`src/rtl/game_state_ctrl.sv`:
```
// game_state_ctrl: IDLE/RUN/OVER/CLEAR sequencer driving gameState, ScoreClock and speed_level
module game_state_ctrl #(
    parameter int HALF_PERIOD = 1_250_000,
    parameter int LOCKOUT     = 25_000_000,
    parameter int SPEED_STEP  = 100
) (
    input  logic       clk,
    input  logic       rst,
    input  logic       jump_btn,
    input  logic       collision,
    output logic [1:0] gameState,
    output logic       ScoreClock,
    output logic [2:0] speed_level
);
    localparam int DW = HALF_PERIOD > 1 ? $clog2(HALF_PERIOD) : 1;
    localparam int LW = LOCKOUT > 0 ? $clog2(LOCKOUT + 1) : 1;
    localparam int TW = SPEED_STEP > 1 ? $clog2(SPEED_STEP) : 1;
    localparam logic [DW-1:0] DIV_MAX = DW'(HALF_PERIOD - 1);
    localparam logic [LW-1:0] LK_MAX  = LW'(LOCKOUT);
    localparam logic [TW-1:0] TK_MAX  = TW'(SPEED_STEP - 1);

    typedef enum logic [1:0] {IDLE, RUN, OVER, CLEAR} state_t;

    state_t          state, state_d;
    logic            s1, s2, s3;
    logic [DW-1:0]   div_cnt;
    logic [LW-1:0]   lk_cnt;
    logic [TW-1:0]   tk_cnt;
    logic            ec;
    logic [1:0]      gs_d;
    logic            jump_rise, div_wrap, sc_rise, lk_done, tk_wrap, enter_clear, run_tick;

    assign jump_rise   = s2 & ~s3;
    assign div_wrap    = div_cnt == DIV_MAX;
    assign sc_rise     = div_wrap & ~ScoreClock;
    assign lk_done     = lk_cnt == LK_MAX;
    assign tk_wrap     = tk_cnt == TK_MAX;
    assign enter_clear = (state == OVER) && (state_d == CLEAR);
    assign run_tick    = (state == RUN) && sc_rise;

    always_ff @(posedge clk or negedge rst) begin
        if (!rst) state <= IDLE;
        else      state <= state_d;
    end

    always_comb begin
        state_d = state;
        case (state)
            IDLE:  state_d = jump_rise ? RUN : IDLE;
            RUN:   state_d = collision ? OVER : RUN;
            OVER:  state_d = (jump_rise && lk_done) ? CLEAR : OVER;
            CLEAR: state_d = (sc_rise && ec) ? RUN : CLEAR;
        endcase
    end

    always_comb begin
        gs_d = (state_d == RUN) ? 2'b10 : (state_d == OVER) ? 2'b01 : 2'b00;
    end

    // ec flags the first ScoreClock rise seen in CLEAR; the second one releases to RUN
    always_ff @(posedge clk or negedge rst) begin
        if (!rst) begin
            {s1, s2, s3} <= 3'b000;
            div_cnt      <= '0;
            ScoreClock   <= 1'b0;
            lk_cnt       <= '0;
            ec           <= 1'b0;
            tk_cnt       <= '0;
            speed_level  <= 3'd0;
            gameState    <= 2'b00;
        end else begin
            s1          <= jump_btn;
            s2          <= s1;
            s3          <= s2;
            div_cnt     <= div_wrap ? '0 : div_cnt + 1'b1;
            ScoreClock  <= ScoreClock ^ div_wrap;
            lk_cnt      <= (state != OVER) ? '0 : lk_done ? lk_cnt : lk_cnt + 1'b1;
            ec          <= (state == CLEAR) && (ec | sc_rise);
            tk_cnt      <= enter_clear ? '0 : run_tick ? (tk_wrap ? '0 : tk_cnt + 1'b1) : tk_cnt;
            speed_level <= enter_clear ? 3'd0 :
                           (run_tick && tk_wrap && speed_level != 3'd7) ? speed_level + 3'd1 : speed_level;
            gameState   <= gs_d;
        end
    end
endmodule

```
`config.mk`:
```
export PLATFORM = sky130hd
export DESIGN_NAME = game_state_ctrl
export DESIGN_NICKNAME = d
export VERILOG_FILES = /design/src/rtl/game_state_ctrl.sv
export SDC_FILE = /design/constraint.sdc
export NUM_CORES = 1
export LEC_CHECK = 0
export CELL_PAD_IN_SITES_DETAIL_PLACEMENT = 1
export CELL_PAD_IN_SITES_GLOBAL_PLACEMENT = 1
export CORE_MARGIN = 2
export CORE_UTILIZATION = 40
export CTS_BUF_LIST = sky130_fd_sc_hd__clkbuf_16
export DETAILED_ROUTE_END_ITERATION = 10
export DONT_BUFFER_PORTS = 1
export PLACE_DENSITY_LB_ADDON = 0.1
export SLEW_MARGIN = 0
export SYNTH_ARGS = -nofsm -noshare
export SYNTH_HDL_FRONTEND = slang
export SYNTH_SLANG_ARGS = --single-unit
```
`constraint.sdc`:
```
create_clock -name clk -period 2.6 [get_ports clk]
set_input_delay 0.13 -clock clk [delete_from_list [all_inputs] [get_ports clk]]
set_output_delay 0.13 -clock clk [all_outputs]
set_load 0.1 [all_outputs]
```
==> reports/results.md <==
| Result | Reported | Unit |
|---|---|---|
| Final-report max-slew violation count | 0 | - |
| Die area | 8838 | sq um |
| Clock share of power | 49.3 | % |
| Share of synthesized area occupied by flip-flops and latches | 50.19 | % |
| Area growth syn-to-layout | 15.91 | % |
| Number of standard-cell rows in the floorplan | 32 | - |
| Max Clk Rate | 422.1 | MHz |
| Top Ports | 10 | - |
| Post-CTS Hold Fix Bufs | 4 | - |
| Kind of end point of the critical path | flop | - |
| Adder-cell share of the synthesized area | 2.703 | % |
| Post-layout util | 48.11 | % |
| Combinational share of power | 8.5 | % |
| Share of the synthesized area in the top cell type | 50.19 | % |
| Proportion of layout cells with a drive suffix above 1 | 8.929 | % |
| Total cell area at the placement stage | 3364 | sq um |
| DRT antenna net count | 0 | - |
| Total Routed Length | 7350 | microns |
| Antenna cells | 0 | - |
| Xor-xnor portion of the synthesized cell area | 8.108 | % |
| Critical Path Source Type | flop | - |
| Worst Slack Setup Final | 230.9 | ps |
| Power Dens Cells | 737.2 | nW/um^2 |
| Clock-pin transition on the worst setup and hold timing paths | 60 | ps |
| GR Overflow Total | 0 | - |
| Final weighted congestion in routability-driven placement | 0.7101 | - |
| End of the worst register-to-register path | speed_level[2] | - |
| Post-synthesis instance total | 321 | - |
| Wirelength per Cell | 16.78 | microns |
| Final-report setup violation count | 0 | - |
| Number of H-tree branching levels | 3 | - |
| Kind of path behind the tightest hold check | primary input to flop | - |
| Worst Hold Margin | 9.824 | ps |
| P_leak | 1.701 | nW |
| Design Area, Final | 3756 | sq um |
| Hold_sp | collision | - |
| Cell internal power dissipation | 2.061 | mW |
| Sequential group share of total power | 42.2 | % |
| Result of the run | finished, final reports clean | - |
| Number of buffers inserted during clock tree synthesis | 9 | - |
| Pre-CTS WS | 202.1 | ps |
| Cell depth of the worst flop-to-flop path | 9 | - |
| Number of remaining DRC errors | 0 | - |
| Initial DRC count | 79 | - |
| Sum of negative setup slack | 0 | ps |
| Top post-synthesis cells by area | sky130_fd_sc_hd__dfrtp_1, sky130_fd_sc_hd__xor2_1, sky130_fd_sc_hd__xnor2_1, sky130_fd_sc_hd__nand3_1, sky130_fd_sc_hd__nor2_1 | - |
| Peak VDD IR | 0.3919 | mV |
| Average cell area after synthesis | 10.10 | sq um |
| Average vias per placed instance | 5.644 | - |
| Start point of the critical path | div_cnt[0] | - |
| Unique cell type count in the Yosys netlist | 40 | - |
| Post-synthesis net count | 332 | - |
| Time the final worst path needs with I/O delays and setup | 2369 | ps |
| Flop2flop setup slack | 230 | ps |
| Compound-cell area share of the yosys netlist | 7.529 | % |
| Vias in the first global route | 2541 | - |
| Total number of vias | 2472 | - |
| Clock root buffer | sky130_fd_sc_hd__clkbuf_16 | - |
| Critical path data required time | 2810 | ps |
| Post-synthesis share of cell area spent on and, or, nand and nor gates | 27.37 | % |
| Vertical die dimension | 94.01 | microns |
| Net switching power | 0.7076 | mW |
| Bufs on Longest Clock Path | 2 | - |
| Synthesized flop and latch total | 65 | - |
| Floorplan core area | 7807 | sq um |
| Largest net degree at the start of global routing | 66 | - |
| Cell depth of the worst hold path | 2 | - |
| Cell type with the largest total area after synthesis | sky130_fd_sc_hd__dfrtp_1 | - |
| Final setup skew | 7.401 | ps |
| Net switching share of the total power | 25.56 | % |
| Combinational family with the most area after synthesis | simple AND/OR/NAND/NOR gates | - |
| Worst slew slack as a fraction of its limit | 42.12 | % |
| Final hold violation count | 0 | - |
| Reg-to-reg startpoint | div_cnt[0] | - |
| DP HPWL | 4826 | microns |
| Post CTS Setup Buffer Count | 0 | - |
| Global-route wire length before repair | 12700 | microns |
| Final clock period utilization by the worst path | 91.12 | % |
| TritonCTS clock tree | done | - |
| Maximum net fanout on the critical path | 6 | - |
| Classification of the worst setup path | flop to flop | - |
| Share of synthesized area spent on multiplexers | 1.544 | % |
| Final-stage net count | 342 | - |
| Post-cts resize count | 0 | - |
| Mapped Area | 3241 | sq um |
| Setup repair after global routing missed its margin | no | - |
| Number of warning messages in the yosys log | 0 | - |
| Worst-Margin Slew | 868.8 | ps |
| Fillers | 868 | - |
| Horiz. Die Dim | 94.01 | microns |
| Number of antenna violations at the first check in global routing | 0 | - |
| Max-cap viol count | 0 | - |
| Initial core utilization | 41.51 | % |
| Clk_lat worst skew | 330 | ps |
| Total number of clock tree sinks | 65 | - |
| Global-route usage over all layers | 18.48 | % |
| End point of the worst hold path | state[1] | - |
| Data arrival at the endpoint of the critical path | 2580 | ps |
| Number of I/O port buffers | 0 | - |
| Count of TritonRoute iterations in the first routing pass | 4 | - |
[flip-flops by register name (all words and copies together) (netlist names)]
register / cells
state: 2
tk_cnt: 7
lk_cnt: 25
speed_level: 3
s3: 1
s2: 1
div_cnt: 21
gameState: 2
ec: 1
s1: 1
ScoreClock: 1
[worst max-delay path by stage]
stage | endpoint | depth (start not counted)
after floorplan | speed_level[0] | 10
after global placement | speed_level[1] | 9
after detailed placement | speed_level[2] | 9
after CTS | speed_level[2] | 9
after global routing | speed_level[0] | 9
final | speed_level[2] | 9
[routing by layer]
| layer | vias to the layer above | routed length (microns) | global-route usage (%) | share of wire, % |
|---|---|---|---|---|
| met3 | 11 | 175 | 3.210 | 2.4 |
| met5 | - | 0 | 0 | 0 |
| met2 | 21 | 3347 | 28.39 | 46 |
| met1 | 1254 | 3717 | 26.43 | 51 |
| met4 | 0 | 110 | 6.159 | 1.5 |
| li1 | 1186 | - | - | - |
[critical path, cell delays in order, from the launching register on]
cell                       delay (ps)
sky130_fd_sc_hd__dfrtp_1          380
sky130_fd_sc_hd__ha_1             250
sky130_fd_sc_hd__and3_1           230
sky130_fd_sc_hd__nand4_1          180
sky130_fd_sc_hd__nor2_2           180
sky130_fd_sc_hd__ha_1             240
sky130_fd_sc_hd__and3b_1          290
sky130_fd_sc_hd__nand4b_1         240
sky130_fd_sc_hd__mux2i_1          210
sky130_fd_sc_hd__nor2_1            50
[power by group through the flow]
stage	clock, mW	sequential, mW	combinational [mW]
2_1_floorplan	0	1.16	0.160
3_3_place_gp	0	1.18	0.204
3_5_place_dp	0	1.18	0.211
4_1_cts	1.39	1.17	0.241
5_1_grt	1.44	1.18	0.269
6_report	1.36	1.17	0.235
[stage by stage]
step                      total power, mW  std cells
after floorplan                     1.324        321
after global placement              1.386        418
after detailed placement            1.395        418
after CTS                           2.800        438
after global routing                2.887        438
final                               2.769        438
[cells in the mapped netlist (all sizes together)]
cell,n
and4b,3
nand4b,1
nor4,3
nand3,23
nor2b,4
nand2,19
or3,11
or4,2
and3b,2
nand4,19
dfrtp,65
xnor2,14
and2,4
nor4b,5
inv,7
clkbuf,7
o211a,1
xor2,16
nand2b,4
a21boi,1
o21ai,17
and4,8
mux2i,5
nor3,6
a311oi,1
a31o,1
nor2,28
a21oi,20
nor3b,1
and3,8
a41oi,1
buf,5
ha,7
o31ai,2
[placed cells by master (no fill, tap or decap), drive strengths merged, types with 2 or more instances in the layout]
cell,netlist,routed
a21oi,20,20
and2,4,4
and3,8,8
and3b,2,2
and4,8,8
and4b,3,3
buf,5,8
bufinv,0,3
clkbuf,7,9
clkinv,0,4
dfrtp,65,65
dlygate4sd3,0,3
ha,7,7
inv,7,7
mux2i,5,5
nand2,19,19
nand2b,4,4
nand3,23,23
nand4,19,19
nor2,28,28
nor2b,4,4
nor3,6,6
nor4,3,3
nor4b,5,5
o21ai,17,17
o31ai,2,2
or3,11,11
or4,2,2
xnor2,14,14
xor2,16,16
[cell type report]
class | instances | area [sq um] | share of cell area (%)
well taps | 102 | 127.6 | 3.398
repair buffers | 11 | 110.1 | 2.931
clock buffers | 9 | 225.2 | 5.996
inverters | 7 | 26.28 | 0.6995
flip-flops and latches | 65 | 1627 | 43.30
multi-input cells | 237 | 1531 | 40.77
clock inverters | 7 | 108.9 | 2.898
[cells by family (layout without fill, tap and decap cells)]
logic type                 Yosys count  count (layout)
and+or+nand+nor                    151             151
DFF                                 65              65
AOI/OAI and AO/OA                   44              44
xor gates and xnor gates            30              30
buffers and inverters               19              34
adders and majority gates            7               7
muxes                                5               5
(Power assumes the default switching activity.)
